==> config.mk <==
export PLATFORM = sky130hd
export DESIGN_NAME = serial_adder_ctrl
export DESIGN_NICKNAME = d
export VERILOG_FILES = /design/src/rtl/serial_adder_ctrl.sv
export SDC_FILE = /design/constraint.sdc
export NUM_CORES = 1
export LEC_CHECK = 0
export ABC_CLOCK_PERIOD_IN_PS = 5000
export BUFFER_PORTS_ARGS = -buffer_cell sky130_fd_sc_hd__buf_2
export CORE_UTILIZATION = 58
export CTS_CLUSTER_SIZE = 24
export DETAILED_ROUTE_END_ITERATION = 10
export PLACE_DENSITY = 0.83
export SYNTH_ARGS = -nofsm -noshare
export SYNTH_HDL_FRONTEND = slang
export SYNTH_SLANG_ARGS = --single-unit
==> constraint.sdc <==
create_clock -name clk -period 5 [get_ports clk]
set_clock_uncertainty 0.15 [all_clocks]
set_input_delay 0.5 -clock clk [delete_from_list [all_inputs] [get_ports clk]]
set_output_delay 0.5 -clock clk [all_outputs]
set_load 0.01 [all_outputs]
==> src/rtl/serial_adder_ctrl.sv <==
// Bit-serial WIDTH-bit adder: one half-adder pair processes one bit per clock, LSB first.
// Optional signed-overflow output is enabled by defining SERIAL_ADD_OVF_EN.
module serial_adder_ctrl #(
  parameter int WIDTH = 8
) (
  input  logic             clk,
  input  logic             rst,
  input  logic             start,
  input  logic [WIDTH-1:0] a,
  input  logic [WIDTH-1:0] b,
  input  logic             cin,
  output logic             busy,
  output logic             done,
  output logic [WIDTH-1:0] sum,
  output logic             cout
`ifdef SERIAL_ADD_OVF_EN
  ,
  output logic             ovf
`endif
);

  localparam int CW = $clog2(WIDTH);
  localparam logic [CW-1:0] LAST_BIT = CW'(WIDTH - 1);

  typedef enum logic [1:0] {
    IDLE = 2'b00,
    RUN  = 2'b01,
    DONE = 2'b10
  } state_t;

  state_t           state_r;
  state_t           state_s;
  logic [WIDTH-1:0] a_r;
  logic [WIDTH-1:0] b_r;
  logic [WIDTH-1:0] res_r;
  logic [CW-1:0]    cnt_r;
  logic             carry_r;
  logic             busy_r;
  logic             done_r;
  logic [WIDTH-1:0] sum_r;
  logic             cout_r;
  logic [1:0]       ha0_s;
  logic [1:0]       ha1_s;
  logic             bit_s;
  logic             carry_s;
  logic             last_s;
  logic             accept_s;

  // Returns {carry, sum} of a single half adder.
  function automatic logic [1:0] half_add(input logic x, input logic y);
    return {x & y, x ^ y};
  endfunction

  // Bit datapath and next-state decode.
  always_comb begin
    state_s  = state_r;
    accept_s = 1'b0;
    ha0_s    = half_add(a_r[0], b_r[0]);
    ha1_s    = half_add(ha0_s[0], carry_r);
    bit_s    = ha1_s[0];
    carry_s  = ha0_s[1] | ha1_s[1];
    last_s   = (cnt_r == LAST_BIT);
    case (state_r)
      IDLE: begin
        if (start) begin
          state_s  = RUN;
          accept_s = 1'b1;
        end else begin
          state_s  = IDLE;
        end
      end
      RUN: begin
        if (last_s) begin
          state_s = DONE;
        end else begin
          state_s = RUN;
        end
      end
      DONE:    state_s = IDLE;
      default: state_s = IDLE;
    endcase
  end

  // State, operand shifters, carry, counter and registered outputs.
  always_ff @(posedge clk) begin
    if (rst) begin
      state_r <= IDLE;
      a_r     <= '0;
      b_r     <= '0;
      res_r   <= '0;
      cnt_r   <= '0;
      carry_r <= 1'b0;
      busy_r  <= 1'b0;
      done_r  <= 1'b0;
      sum_r   <= '0;
      cout_r  <= 1'b0;
    end else begin
      state_r <= state_s;
      busy_r  <= (state_s != IDLE);
      done_r  <= (state_s == DONE);
      if (accept_s) begin
        a_r     <= a;
        b_r     <= b;
        carry_r <= cin;
        cnt_r   <= '0;
      end else if (state_r == RUN) begin
        a_r     <= {1'b0, a_r[WIDTH-1:1]};
        b_r     <= {1'b0, b_r[WIDTH-1:1]};
        res_r   <= {bit_s, res_r[WIDTH-1:1]};
        carry_r <= carry_s;
        cnt_r   <= cnt_r + CW'(1);
        if (last_s) begin
          sum_r  <= {bit_s, res_r[WIDTH-1:1]};
          cout_r <= carry_s;
        end else begin
          sum_r  <= sum_r;
          cout_r <= cout_r;
        end
      end else begin
        a_r     <= a_r;
        b_r     <= b_r;
        carry_r <= carry_r;
        cnt_r   <= cnt_r;
      end
    end
  end

`ifdef SERIAL_ADD_OVF_EN
  logic ovf_r;

  // Signed overflow: carry into the MSB differs from carry out of it.
  always_ff @(posedge clk) begin
    if (rst) begin
      ovf_r <= 1'b0;
    end else if ((state_r == RUN) && last_s) begin
      ovf_r <= carry_r ^ carry_s;
    end else begin
      ovf_r <= ovf_r;
    end
  end

  assign ovf = ovf_r;
`endif

  assign busy = busy_r;
  assign done = done_r;
  assign sum  = sum_r;
  assign cout = cout_r;

endmodule

==> results of run 1 <==
## logic make-up after synthesis
| kind of cell | Yosys count | synth area share [%] |
|---|---|---|
| AOI/OAI and AO/OA | 45 | 16.2 |
| xor gates and xnor gates | 1 | 0.526 |
| adders and majority gates | 3 | 2.70 |
| buffers and inverters | 17 | 6.99 |
| DFF | 40 | 48.1 |
| muxes | 3 | 1.80 |
| and+or+nand+nor | 84 | 23.7 |
## where the power goes
part | internal, mW | total, mW | switching [mW] | leakage (nW)
sequential | 0.334 | 0.345 | 0.0105 | 0.327
clock | 0.0540 | 0.164 | 0.110 | 0.0349
combinational | 0.0279 | 0.0673 | 0.0394 | 0.360
total | 0.416 | 0.576 | 0.160 | 0.722
## synth_stat cells, drive strengths merged
master,number,area (µm²)
a211oi,11,82.6
and2b,1,8.76
nor3,6,30.0
nor2,19,73.8
xnor2,1,8.76
o21a,1,7.51
nand3b,1,7.51
or3b,4,35.0
clkbuf,6,22.5
nor2b,1,6.26
a21oi,31,155
nand2b,4,25.0
o21ba,1,10.0
buf,11,93.8
mux2i,3,30.0
fa,1,20.0
a311oi,1,15.0
dfxtp,40,801
nand3,10,50.1
nand2,37,139
nor3b,1,18.8
ha,2,25.0
## cell type report
| cell class | instances | area, µm² | share of cell area, % |
|---|---|---|---|
| multi-input cells | 136 | 748 | 41.7 |
| well taps | 31 | 38.8 | 2.16 |
| repair buffers | 30 | 150 | 8.37 |
| clock inverters | 3 | 18.8 | 1.05 |
| clock buffers | 5 | 37.5 | 2.09 |
| flip-flops and latches | 40 | 801 | 44.6 |
## routing by layer
layer | GRT usage, % | up-vias
met5 | 0 | -
met2 | 35.6 | 34
met1 | 26.9 | 639
li1 | - | 693
met3 | 7.21 | 8
met4 | 10.7 | 0
## sequential cells by signal (all words and copies together), names as in the netlist
name and count:
cnt_r 3, res_r 7, carry_r 1, busy 1
b_r 8, done 1, state_r 2, sum 8
cout 1, a_r 8
## per-stage QoR
step                      setup WS [ns]  util, %  power [mW]
after global placement             3.17     63.6       0.415
after floorplan                    3.33        -       0.407
after global routing               2.84     65.6       0.599
final                              3.01     65.6       0.576
after detailed placement           3.09     63.6       0.418
after CTS                          3.03     65.6       0.576
## path summary, 6_finish.rpt
kind / endpoint / slack (ns)
worst max register to register: a_r[6]$_SDFFE_PP0P_ / 3.01
worst min register to register: b_r[4]$_SDFFE_PP0P_ / 0.32
worst max-delay path: a_r[6]$_SDFFE_PP0P_ / 3.01
worst min-delay path: b_r[7]$_SDFFE_PP0P_ / 0.23
## critical path, cell delays in order (launching register included)
cell and delay [ns]:
dfxtp_1 0.53, nand2b_1 0.77, nand2_1 0.14, a311oi_2 0.30
==> summary.md, run 1 <==
| Metric | Value |
|---|---|
| Outcome | `complete, no violations` |
| Max-slew violations | `0` |
| Row count | `19` |
| Headroom to the max-slew limit | `38.3%` |
| Metal2 WL | `1490 µm` |
| Core area | `2730 µm²` |
| CP Launch Point | `state_r[1]$_SDFF_PP0_` |
| Final hold vios | `0` |
| Crit Path Class | `register to register` |
| First-pass GRT wire length | `5350 µm` |
| Finished Cell Area | `1790 µm²` |
| CTS Hold Bufs | `0` |
| PD cells | `about 320 nW/µm²` |
| Drt drc | `0` |
| Clk slew on worst S/H paths | `0.13 ns` |
| CTS tree | `done` |
| WP data arrival | `roughly 2.1 ns` |
| Via count | `roughly 1400` |
| CTS resizes | `0` |
| Cell count after synthesis | `between 150 and 200` |
| GRT overflow | `0` |
| Worst slew pin tran | `0.926 ns` |
| Most common cell after layout, fill and taps aside | `dfxtp_1` |
| RR Startpoint | `state_r[1]$_SDFF_PP0_` |
| Clock Root Buffer | `clkbuf_4` |
| Die W | `55.6 µm` |
| Area Growth Syn to Fin | `7.74%` |
| Total CTS buffers | `5` |
| DRT iter0 DRCs | `32` |
| # IOs | `31` |
| Flop and latch count out of synthesis | `40` |
| Startpoint types | `register` |
| Routed Antenna Nets | `0` |
| Number of global-route vias before repair | `1242` |
| Max cap viols | `0` |
| Pre-Repair DR Iteration Count | `4` |
| Worst Reg-to-Reg Cells | `3` |
| Syn_area_per_cell | `8.63 µm²` |
| Total global-route track usage | `22.2%` |
| Post-Syn Nets | `216` |
| Met3 wire length | `150 µm` |
| Final wirelength | `3160 µm` |
| Die Area | `3090 µm²` |
| Min Tclk post-route | `1.99 ns` |
| Final Cycle Share | `between 30% and 40%` |
| Crit. End Element | `register` |
| Top sig layer | `met4` |
| Hold path start | `b[7]` |
| H-tree depth | `2` |
| Filler cells | `238` |
| Avg WL per Cell | `roughly 13 µm` |
| Endpoints failing setup | `0` |
| Min-delay worst type | `primary input to register` |
| Antenna Cells | `0` |
| Synth warnings | `0` |
| Clk_lat worst skew | `0.36 ns` |
| Worst-path maximum fanout | `24` |
| PortBufs | `30` |
| Standby leakage power | `slightly above 0.7 nW` |
| Setup TNS | `0 ns` |
| VDD IR max | `0.000266 V` |
| Most frequent cells in the layout | `40 x dfxtp_1, 37 x nand2_1, 31 x a21oi_1` |
| Worst-case clock buffer depth | `2` |
| Hold path depth | `3` |
| Drt via density | `5.61` |
| Min Hold Slack | `0.226 ns` |
| Netlist cell types | `27` |
| Non-filler cells, final | `245` |
| Hpwl dp | `2030 µm` |
| CP Data Required Time | `5.12 ns` |
| RSZ-0062 raised after global routing | `false` |
| Layout cells sized above 1 | `21.5%` |
| Initial Util | `60.9%` |
| Post-CTS setup buffers | `0` |
| Fmax | `502 MHz` |
| Initial antenna violation count | `0` |
| Nets | `between 200 and 250` |
| Die height | `55.6 µm` |
| Placed cells | `between 200 and 250` |
| RePlAce Congestion | `just under 0.8` |
| CTS sink count | `40` |
| Met1 wire length | `1440 µm` |
| Placed Area | `1740 µm²` |
| Register area share after synthesis | `48.1%` |
| Synthesized cell area | `1670 µm²` |
| Pin count of the biggest net entering global routing | `41` |
Note: power is estimated with default switching activity, not from simulation.
==> inputs of run 2 (changes only) <==
==> config.mk (replaced) <==
export PLATFORM = sky130hd
export DESIGN_NAME = serial_adder_ctrl
export DESIGN_NICKNAME = d
export VERILOG_FILES = /design/src/rtl/serial_adder_ctrl.sv
export SDC_FILE = /design/constraint.sdc
export NUM_CORES = 1
export LEC_CHECK = 0
export ABC_CLOCK_PERIOD_IN_PS = 1800
export BUFFER_PORTS_ARGS = -buffer_cell sky130_fd_sc_hd__buf_2
export CORE_UTILIZATION = 48
export CTS_CLUSTER_SIZE = 24
export DETAILED_ROUTE_END_ITERATION = 10
export PLACE_DENSITY = 0.73
export SYNTH_ARGS = -nofsm -noshare
export SYNTH_HDL_FRONTEND = slang
export SYNTH_SLANG_ARGS = --single-unit
==> constraint.sdc (replaced) <==
create_clock -name clk -period 1.8 [get_ports clk]
set_clock_uncertainty 0.15 [all_clocks]
set_input_delay 0.18 -clock clk [delete_from_list [all_inputs] [get_ports clk]]
set_output_delay 0.18 -clock clk [all_outputs]
set_load 0.01 [all_outputs]
==> summary.md, run 2 (synthesis gave the netlist of run 1 again) <==
| Metric | Value |
|---|---|
| Outcome | `complete, no violations` |
| Filler cells | `323` |
| CTS tree | `done` |
| PortBufs | `30` |
| Pre-Repair DR Iteration Count | `4` |
| Min Tclk post-route | `1.68 ns` |
| Finished Cell Area | `roughly 2000 µm²` |
| RR Startpoint | `state_r[1]$_SDFF_PP0_` |
| Sw Pwr | `443 µW` |
| Met1 wire length | `1590 µm` |
| Top sig layer | `met4` |
| Critical-path top delay cell | `or3b_1` |
| Final hold vios | `0` |
| Drt drc | `0` |
| Total global-route track usage | `19.3%` |
| Headroom to the max-slew limit | `between 60% and 70%` |
| GRT overflow | `0` |
| Seq pwr share | `57.1%` |
| Min Hold Slack | `0.0288 ns` |
| Clock Root Buffer | `clkbuf_4` |
| First-pass GRT wire length | `~5100 µm` |
| Worst slew pin tran | `0.585 ns` |
| Final Worst Setup Slack | `roughly 0.12 ns` |
| RePlAce Congestion | `0.753` |
| Area Growth Syn to Fin | `20.9%` |
| Die Area | `~3700 µm²` |
| Via count | `1414` |
| Net Sw Frac | `26.6%` |
| H-tree depth | `2` |
| PD cells | `about 830 nW/µm²` |
| Crit. End Element | `register` |
| Clk_lat worst skew | `between 0.3 and 0.4 ns` |
| Worst-path maximum fanout | `16` |
| VDD IR max | `0.000452 V` |
| Die W | `60.9 µm` |
| Clk slew on worst S/H paths | `0.12 ns` |
| Min-delay worst type | `primary input to register` |
| Number of global-route vias before repair | `1233` |
| Pin count of the biggest net entering global routing | `29` |
| Worst-path cell chain | `or3b_1 > nor2_1 > a311oi_2` |
| Cell Int Power | `1.22 mW` |
| Metal2 WL | `1470 µm` |
| Final wirelength | `3250 µm` |
| Antenna Cells | `0` |
| Max cap viols | `0` |
| Met3 wire length | `88 µm` |
| Power, Total | `1.67 mW` |
| Fmax | `595 MHz` |
| Initial Util | `roughly half` |
| WP data arrival | `1.74 ns` |
| Layout cells sized above 1 | `between 20% and 30%` |
| Nets | `~260` |
| Total CTS buffers | `5` |
| Post-CTS setup buffers | `0` |
| Max-slew violations | `0` |
| Clock share of power | `29.4%` |
| Setup TNS | `0 ns` |
| Delay-heaviest family, CP | `simple AND/OR/NAND/NOR gates` |
| CTS sink count | `40` |
| Flop-to-flop setup slack | `0.12 ns` |
| Standby leakage power | `0.810 nW` |
| Worst-case clock buffer depth | `2` |
| CP Data Required Time | `1.86 ns` |
| DRT iter0 DRCs | `50` |
| Hold path start | `a[6]` |
| Hold endpoint | `a_r[6]$_SDFFE_PP0P_` |
| Most common cell after layout, fill and taps aside | `dfxtp_1` |
| Endpoints failing setup | `0` |
| Startpoint types | `register` |
| Placed Area | `1820 µm²` |
| Crit Path Class | `register to register` |
| Initial antenna violation count | `0` |
| Hold path depth | `3` |
| RR Endpoint | `a_r[6]$_SDFFE_PP0P_` |
| Total area of sequential cells | `801 µm²` |
| Row count | `21` |
| Drt via density | `5.03` |
| Final Cycle Share | `93.4%` |
| Core area | `~3300 µm²` |
| Area occupied by multi-input gates | `748 µm²` |
| Hpwl dp | `2060 µm` |
| # IOs | `31` |
| Pre-CTS setup slack | `around 0.13 ns` |
| CP peak stage delay | `about 0.67 ns` |
| Combinational fraction of design power | `13.5%` |
| RSZ-0062 raised after global routing | `false` |
| Routed Antenna Nets | `0` |
| Buf/Inv on CP | `0` |
| Die height | `60.9 µm` |
| Avg WL per Cell | `11.6 µm` |
| Most frequent cells in the layout | `40 x dfxtp_1, 37 x nand2_1, 31 x a21oi_1` |
| Worst Reg-to-Reg Cells | `3` |
run 2: cell count changes in the layout (fill, tap and decap cells not counted), sizes merged:
cell,before,now
clkbuf,5,6
clkinv,3,0
buf,30,38
dlygate4sd3,0,13
clkinvlp,0,2
run 2: area by class of cell:
cell class,instances,area share [%]
clock buffer,6,2.55
clock inverter,2,0.746
multi-input combinational,136,37.2
tap,46,2.86
timing repair buffer,51,16.9
sequential,40,39.8
run 2: routing by layer:
| layer | GRT usage (%) | vias to the layer above |
|---|---|---|
| met1 | 23.0 | 643 |
| li1 | - | 737 |
| met5 | 0 | - |
| met2 | 32.0 | 24 |
| met3 | 4.05 | 10 |
| met4 | 11.7 | 0 |
run 2: per-stage QoR:
step                utilization (%)  std cells
floorplan                         -        193
global placement               54.4        260
detailed placement             54.4        260
global route                   60.3        281
finish                         60.3        281
CTS                            60.3        281
run 2: worst max path at each step:
stage / slack (ns) / startpoint / depth (start not counted) / to
after detailed placement: 0.13 / state_r[1]$_SDFF_PP0_ / 3 / a_r[6]$_SDFFE_PP0P_
after floorplan: 0.13 / cnt_r[0]$_SDFFE_PP0N_ / 7 / sum[0]$_SDFFE_PP0P_
after CTS: 0.12 / state_r[1]$_SDFF_PP0_ / 3 / a_r[6]$_SDFFE_PP0P_
final: 0.12 / state_r[1]$_SDFF_PP0_ / 3 / a_r[6]$_SDFFE_PP0P_
after global placement: 0.23 / state_r[1]$_SDFF_PP0_ / 3 / a_r[6]$_SDFFE_PP0P_
after global routing: 0.06 / state_r[1]$_SDFF_PP0_ / 3 / a_r[6]$_SDFFE_PP0P_
run 2: worst min-delay path, delay by kind of cell:
kind                   cells  cell delay [ns]
AO/OA/AOI/OAI              1             0.06
AND/OR/NAND/NOR            1             0.14
buffers and inverters      1             0.10
run 2: repair_timing:
item                      in CTS  in global routing
hold buffers                  13                  0
resized for setup              0                  0
hold endpoints to repair      13                  0
run 2: power by group through the flow:
| stage | Combinational, mW | Sequential [mW] | Clock (mW) |
|---|---|---|---|
| 3_5_place_dp | 0.203 | 0.972 | 0 |
| 2_1_floorplan | 0.163 | 0.967 | 0 |
| 5_1_grt | 0.254 | 0.957 | 0.525 |
| 4_1_cts | 0.226 | 0.952 | 0.508 |
| 3_3_place_gp | 0.202 | 0.970 | 0 |
| 6_report | 0.225 | 0.952 | 0.490 |
